**config.mk**
```make
export PLATFORM = sky130hd
export DESIGN_NAME = prco_mem_arb
export DESIGN_NICKNAME = d
export VERILOG_FILES = /design/src/rtl/prco_mem_arb.sv
export SDC_FILE = /design/constraint.sdc
export NUM_CORES = 1
export LEC_CHECK = 0
export ABC_AREA = 0
export CORE_ASPECT_RATIO = 0.75
export CORE_MARGIN = 8
export CORE_UTILIZATION = 21
export CTS_BUF_LIST = sky130_fd_sc_hd__clkbuf_8 sky130_fd_sc_hd__clkbuf_16
export DETAILED_ROUTE_END_ITERATION = 16
export HOLD_SLACK_MARGIN = 0.1
export PLACE_DENSITY = 0.95
export SKIP_CTS_REPAIR_TIMING = 1
export SYNTH_ARGS = -nofsm -noshare
export SYNTH_HDL_FRONTEND = slang
export SYNTH_SLANG_ARGS = --single-unit
```
**constraint.sdc**
```tcl
create_clock -name i_clk -period 3.5 [get_ports i_clk]
set_input_delay 0.525 -clock i_clk [delete_from_list [all_inputs] [get_ports i_clk]]
set_output_delay 0.525 -clock i_clk [all_outputs]
set_load 0.01 [all_outputs]
```
**src/rtl/prco_mem_arb.sv**
```systemverilog
// Fetch/data memory arbiter: combinational grants, 1-cycle registered read response tag.
// Latency 0 for grants, 1 for read data; losers must hold requests (nothing is latched).
module prco_mem_arb #(
  parameter int AW         = 16,
  parameter int DW         = 16,
  parameter int STARVE_MAX = 3
) (
  input  logic          i_clk,
  input  logic          i_reset,
  input  logic          i_flush,
  input  logic          i_f_req,
  input  logic [AW-1:0] i_f_addr,
  output logic          q_f_gnt,
  output logic          q_f_rvalid,
  output logic [DW-1:0] q_f_rdata,
  input  logic          i_d_req,
  input  logic          i_d_we,
  input  logic [AW-1:0] i_d_addr,
  input  logic [DW-1:0] i_d_wdata,
  output logic          q_d_gnt,
  output logic          q_d_rvalid,
  output logic [DW-1:0] q_d_rdata,
  output logic          q_mem_en,
  output logic          q_mem_we,
  output logic [AW-1:0] q_mem_addr,
  output logic [DW-1:0] q_mem_din,
  input  logic [DW-1:0] i_mem_dout
);

  localparam int SW = (STARVE_MAX > 0) ? $clog2(STARVE_MAX + 1) : 1;

  typedef enum logic [1:0] {
    TAG_NONE  = 2'd0,
    TAG_FETCH = 2'd1,
    TAG_DATA  = 2'd2
  } tag_t;

  tag_t          tag_q, tag_d;
  logic [SW-1:0] starve_cnt, starve_nxt;
  logic          f_ok, d_ok, starved;

  always_ff @(posedge i_clk or posedge i_reset) begin
    if (i_reset) begin
      tag_q      <= TAG_NONE;
      starve_cnt <= '0;
    end else begin
      tag_q      <= tag_d;
      starve_cnt <= starve_nxt;
    end
  end

  always_comb begin
    f_ok       = i_f_req && !i_flush && !i_reset;
    d_ok       = i_d_req && !i_reset;
    starved    = (starve_cnt == SW'(STARVE_MAX));
    // Data wins ties until fetch has waited STARVE_MAX data grants.
    q_f_gnt    = f_ok && (!d_ok || starved);
    q_d_gnt    = d_ok && !q_f_gnt;

    q_mem_en   = 1'b0;
    q_mem_we   = 1'b0;
    q_mem_addr = '0;
    q_mem_din  = '0;
    tag_d      = TAG_NONE;
    if (q_f_gnt) begin
      q_mem_en   = 1'b1;
      q_mem_addr = i_f_addr;
      q_mem_din  = i_d_wdata;
      tag_d      = TAG_FETCH;
    end else if (q_d_gnt) begin
      q_mem_en   = 1'b1;
      q_mem_we   = i_d_we;
      q_mem_addr = i_d_addr;
      q_mem_din  = i_d_wdata;
      tag_d      = i_d_we ? TAG_NONE : TAG_DATA;
    end

    starve_nxt = starve_cnt;
    if (i_flush || !i_f_req || q_f_gnt)
      starve_nxt = '0;
    else if (q_d_gnt && !starved)
      starve_nxt = starve_cnt + SW'(1);
  end

  // A fetch response landing during a flush belongs to the cancelled stream.
  always_comb begin
    q_f_rvalid = (tag_q == TAG_FETCH) && !i_flush;
    q_d_rvalid = (tag_q == TAG_DATA);
    q_f_rdata  = q_f_rvalid ? i_mem_dout : '0;
    q_d_rdata  = q_d_rvalid ? i_mem_dout : '0;
  end

endmodule

```
==> metrics.cfg, run 1 <==
[status]
outcome=finished, final reports clean

[sta]
period_share_pct=83.3
whs_ns=0.560
max_freq_ghz=0.343
drv_slew=0
fin_setup_tns_ns=0
fin_crit_ns=2.92
rsz0062_at_grt=false
setup_viol=0
final-hold-violation-count=0
relSlewSlack_pct=46.9
worst_pin_slew_ns=0.794
skew_ns=0.00447

[place]
port_buffers=139
place_inst=270
post-dp-hpwl_um=3800
place.gp.congestion=0.731

[drt]
wirelength_um=4320
drc_errors=0
ant_nets=0
drt_iter0_markers=20
dr.pass1.iters=4
num_vias=1201
drt-wirelength-per-cell_um=15.8
via_per_inst=4.40

[cts]
clk_pin_slew_ns=0.03
cts.sinks=4
clockBufferDepth=2
clk_latency_ns=0.21
cts_tree=done
cts_buffers=3
root_buffer=clkbuf_8
cts-htree-levels=1

[worst_setup_path]
crit_type=input port to primary output
r2r_slack_ns=2.20
cp_max_fo=16
worst_r2r_startpoint=starve_cnt[0]
cp.required_ns=2.97
worst_r2r_path_depth=4
cp-start-kind=input port
crit_arrival_ns=2.39
endpoint_kind=primary output
worstReg2RegEnd=tag_q[0]

[synthesis]
synth_top_cell_area_share_pct=42.0
yosysWarnings=0
syn_avg_cell_area_um2=7.86
synth.distinct_cells=20
synthCells=93
synth.area.top_cells=and2_1, a22o_1, dfrtp_1
synth_top_area_cell=and2_1
synth-seq-cells=4
yosysSeqAreaShare_pct=13.7
syn_area_um2=731
synth_fp_nets=164

[global_route]
grtUsageTotal_pct=13.9
grt-ovfl-total=0
antenna_found_initial=0
grt_max_degree=19
grt_pass1_wl_um=6320
grt_pass1_vias=1231

[finish]
drive_gt1_share_pct=4.29
final_cell_mix=clkdlybuf4s50_1, and2_1, a22o_1
fillers=278
syn_to_final_growth_pct=201
n_antenna_cell=0
fin_nets=306
layout_commonest_cell=clkdlybuf4s50_1
stdcell_count=273

[worst_hold_path]
min_path_cells=2
holdPathEnd=starve_cnt[1]
min_from=starve_cnt[1]
hp-class=register to register

[floorplan]
start_util_pct=22.1
ios=140
row_count=18
die_w_um=84.1
core_mm2=0.00331
dieArea_mm2=0.00564
die_h_um=67.1

[run]
drv_cap=0

[pwr]
leakage_nw=0.877
p_per_area_mw_per_mm2=154
ir_drop_mv=0.143
p_total_mw=0.338

[through the flow]
step | setup WS [ns] | area, um^2 | utilization [%]
5_1_grt | 0.500 | 2200 | 66.4
3_5_place_dp | 0.581 | 2160 | 65.1
2_1_floorplan | 1.57 | 731 | -
3_3_place_gp | 0.641 | 2160 | 65.1
4_1_cts | 0.581 | 2200 | 66.4
6_report | 0.585 | 2200 | 66.4
[final cells by class]
type	instances	area, um^2	share of cell area, %
flip-flops and latches	4	100	4.56
repair buffers	143	1420	64.7
inverters	2	7.51	0.342
well taps	40	50.0	2.28
clock buffers	3	41.3	1.88
multi-input cells	81	577	26.3
[worst max path at each step]
stage / end / startpoint / slack [ns] / cells after the start
2_1_floorplan: q_mem_we / starve_cnt[0] / 1.57 / 5
3_3_place_gp: q_mem_addr[15] / i_reset / 0.64 / 5
3_5_place_dp: q_mem_addr[4] / i_reset / 0.58 / 5
4_1_cts: q_mem_addr[4] / i_reset / 0.58 / 5
5_1_grt: q_mem_addr[4] / i_reset / 0.50 / 5
6_report: q_mem_addr[4] / i_reset / 0.58 / 5
[worst max-delay path, stage by stage]
cell             delay (ns)
clkdlybuf4s50_1        0.60
nor3_4                 0.29
buf_4                  0.24
a22o_1                 0.17
clkdlybuf4s50_1        0.55
[cells by family (layout without fill, tap and decap cells)]
kind of cell	count (synthesis)	in the layout	share of synthesized area (%)
compound gates	19	19	21.2
fa+ha+maj	1	1	1.71
buf+inv	8	148	7.36
flops	4	4	13.7
simple gates	61	61	56.0
[report_power, final]
group	switching (mW)	internal (mW)
combinational	0.0604	0.133
clock	0.0226	0.0733
sequential	0.000679	0.0477
total	0.0837	0.254
[flip-flops by register name, summed over array words and instances, names as in the netlist]
| name | count |
|---|---|
| starve_cnt | 2 |
| tag_q | 2 |
[per-layer routing]
layer | vias to the layer above | global-route usage (%) | wire, um
li1 | 602 | - | -
met2 | 86 | 25.0 | 2130
met3 | 2 | 6.82 | 509
met1 | 511 | 14.3 | 1640
met4 | 0 | 3.22 | 36
met5 | - | 0 | 0
[synth_stat cells, drive strengths merged]
library cell / instances
a22o: 16
clkbuf: 1
a21oi: 3
nor2b: 2
and3b: 1
nand2b: 1
dfrtp: 4
nand2: 1
inv: 2
buf: 5
nor4b: 1
nor4: 1
nor2: 1
nor3: 2
nor3b: 1
nand3: 1
and2: 49
ha: 1
(Power assumes the default switching activity.)
==> run 2, diff against run 1 <==
--- a/config.mk
+++ b/config.mk
@@ -8,11 +8,11 @@
 export ABC_AREA = 0
 export CORE_ASPECT_RATIO = 0.75
 export CORE_MARGIN = 8
-export CORE_UTILIZATION = 21
+export CORE_UTILIZATION = 20
 export CTS_BUF_LIST = sky130_fd_sc_hd__clkbuf_8 sky130_fd_sc_hd__clkbuf_16
 export DETAILED_ROUTE_END_ITERATION = 16
 export HOLD_SLACK_MARGIN = 0.1
-export PLACE_DENSITY = 0.95
+export PLACE_DENSITY = 0.91
 export SKIP_CTS_REPAIR_TIMING = 1
 export SYNTH_ARGS = -nofsm -noshare
 export SYNTH_HDL_FRONTEND = slang
==> constraint.sdc (replaced) <==
create_clock -name i_clk -period 2.9 [get_ports i_clk]
set_input_delay 0.435 -clock i_clk [delete_from_list [all_inputs] [get_ports i_clk]]
set_output_delay 0.435 -clock i_clk [all_outputs]
set_load 0.01 [all_outputs]
==> metrics.cfg, run 2 (synthesis results as in run 1) <==
[pwr]
ir_drop_mv=0.111  ; was 0.143 mV
switching_share_pct=24.6  ; was 24.8%
p_seq_share_pct=14.3  ; about the same
p_clk_share_pct=28.5  ; was 28.4%
p_total_mw=0.408  ; was 0.338 mW
p_per_area_mw_per_mm2=183  ; was 154 mW/mm^2
p_comb_share_pct=57.2  ; was 57.3%
internal_power_mw=0.307  ; was 0.254 mW
leakage_nw=0.888  ; was 0.877 nW
switchingPower_mw=0.101  ; was 0.0837 mW

[worst_setup_path]
critPathTopFamily=buffers and inverters  ; unchanged
path_buf_inv=3  ; unchanged
path_common_cell=clkdlybuf4s50_1  ; unchanged
endpoint_kind=primary output  ; unchanged
cp.required_ns=2.47  ; was 2.97 ns
cp-start-kind=input port  ; unchanged
max_stage_delay_ns=0.60  ; about the same
worst_r2r_startpoint=starve_cnt[0]  ; unchanged
crit_chain=clkdlybuf4s50_1 -> nor3_4 -> buf_4 -> a22o_1 -> clkdlybuf4s50_1  ; unchanged
critPathSlowestCell=clkdlybuf4s50_1  ; unchanged
crit_arrival_ns=2.24  ; was 2.39 ns
r2r_slack_ns=1.69  ; was 2.20 ns
cp_max_fo=14  ; was 16
crit_type=input port to primary output  ; unchanged
crit_start=i_reset  ; unchanged

[floorplan]
start_util_pct=20.4  ; was 22.1%
die_w_um=85.8  ; was 84.1 um
die_h_um=68.3  ; was 67.1 um
core_mm2=0.00359  ; was 0.00331 mm^2
ios=140  ; unchanged
dieArea_mm2=0.00586  ; was 0.00564 mm^2
row_count=19  ; was 18

[sta]
skew_ns=0.00179  ; was 0.00447 ns
setup_viol=0  ; unchanged
max_freq_ghz=0.374
setup_slack_ns=0.228  ; was 0.585 ns
relSlewSlack_pct=74.2  ; was 46.9%
fin_crit_ns=2.67
drv_slew=0  ; unchanged
fin_setup_tns_ns=0  ; unchanged
rsz0062_at_grt=false  ; unchanged
period_share_pct=92.1
worst_pin_slew_ns=0.386  ; was 0.794 ns
whs_ns=0.538  ; was 0.560 ns
final-hold-violation-count=0  ; unchanged

[finish]
final_cell_mix=clkdlybuf4s50_1, and2_1, a22o_1  ; unchanged
regArea_um2=100  ; unchanged
drive_gt1_share_pct=5.11  ; was 4.29%
multiInputGateArea_um2=577  ; unchanged
syn_to_final_growth_pct=205  ; was 201%
n_antenna_cell=0  ; unchanged
fin_area_mm2=0.00223  ; was 0.00220 mm^2
top_regs=starve_cnt (2), tag_q (2)  ; unchanged
fin_nets=308  ; was 306
fillers=314  ; was 278
layout_commonest_cell=clkdlybuf4s50_1  ; unchanged

[drt]
dr.pass1.iters=4  ; unchanged
drc_errors=0  ; unchanged
ant_nets=0  ; unchanged
drt-wirelength-per-cell_um=14.2  ; was 15.8 um
via_per_inst=4.18  ; was 4.40
wirelength_um=4080  ; was 4320 um
drt_iter0_markers=14  ; was 20
num_vias=1201  ; unchanged

[status]
outcome=finished, final reports clean  ; unchanged

[cts]
cts_buffers=3  ; unchanged
cts-htree-levels=1  ; unchanged
clk_pin_slew_ns=0.03  ; about the same
clockBufferDepth=2  ; unchanged
root_buffer=clkbuf_8  ; unchanged
cts_tree=done  ; unchanged
clk_latency_ns=0.21  ; about the same
cts.sinks=4  ; unchanged

[run]
drv_cap=0  ; unchanged

[global_route]
antenna_found_initial=0  ; unchanged
grt_max_degree=19  ; unchanged
grt_pass1_vias=1252  ; was 1,231
grt-ovfl-total=0  ; unchanged
grtUsageTotal_pct=13.1  ; was 13.9%
grt_pass1_wl_um=6130  ; was 6320 um

[worst_hold_path]
min_from=starve_cnt[1]  ; unchanged
hp-class=register to register  ; unchanged

[place]
port_buffers=139  ; unchanged
post-dp-hpwl_um=3680  ; was 3800 um
place_ws_ns=0.236  ; was 0.581 ns
dpl_cell_area_mm2=0.00219  ; was 0.00216 mm^2
place.gp.congestion=0.777  ; was 0.731

run 2: changes by cell type in the layout (fill, tap and decap cells not counted):
cell / before / now
buf_4: 4 / 6
run 2: per-layer routing:
metal | global-route usage, % | share of wire [%] | vias to the layer above | wire [um]
li1 | - | - | 608 | -
met1 | 14.2 | 42 | 499 | 1700
met2 | 22.9 | 44 | 92 | 1810
met3 | 6.47 | 13 | 2 | 546
met4 | 3.26 | 0.64 | 0 | 26
met5 | 0 | 0 | - | 0
run 2: area by class of cell:
class	count	share of cell area, %
clock buffer	3	1.85
inverter	2	0.337
multi-input combinational	81	25.9
sequential	4	4.49
tap	52	2.92
timing repair buffer	145	64.5
run 2: through the flow:
step / std cells / utilization [%]
3_3_place_gp: 284 / 60.9
3_5_place_dp: 284 / 60.9
4_1_cts: 287 / 62.0
2_1_floorplan: 93 / -
6_report: 287 / 62.0
5_1_grt: 287 / 62.0
run 2: final timing paths:
path | to | cells after the start
worst min register to register | starve_cnt[1] | 2
worst min-delay path | starve_cnt[1] | 2
min in group asynchronous | starve_cnt[0] | 2
max in group asynchronous | tag_q[1] | 2
worst max-delay path | q_mem_addr[13] | 5
worst max register to register | tag_q[0] | 4
run 2: power by group through the flow:
stage / Clock (mW) / Combinational [mW] / Sequential (mW)
2_1_floorplan: 0 / 0.0670 / 0.0588
3_3_place_gp: 0 / 0.233 / 0.0589
3_5_place_dp: 0 / 0.235 / 0.0590
4_1_cts: 0.120 / 0.236 / 0.0583
5_1_grt: 0.121 / 0.252 / 0.0585
6_report: 0.116 / 0.233 / 0.0584
run 2: tightest hold or removal path: stages (launching register included):
cell and delay [ns]:
dfrtp_1 0.38, nand2_1 0.06, a21oi_1 0.06
==> run 3, diff against run 2 <==
--- a/config.mk
+++ b/config.mk
@@ -14,6 +14,7 @@
 export HOLD_SLACK_MARGIN = 0.1
 export PLACE_DENSITY = 0.91
 export SKIP_CTS_REPAIR_TIMING = 1
+export SLEW_MARGIN = 10
 export SYNTH_ARGS = -nofsm -noshare
 export SYNTH_HDL_FRONTEND = slang
 export SYNTH_SLANG_ARGS = --single-unit
==> results of run 3 <==
No change in the layout: final DEF, timing and power equal those of run 2.
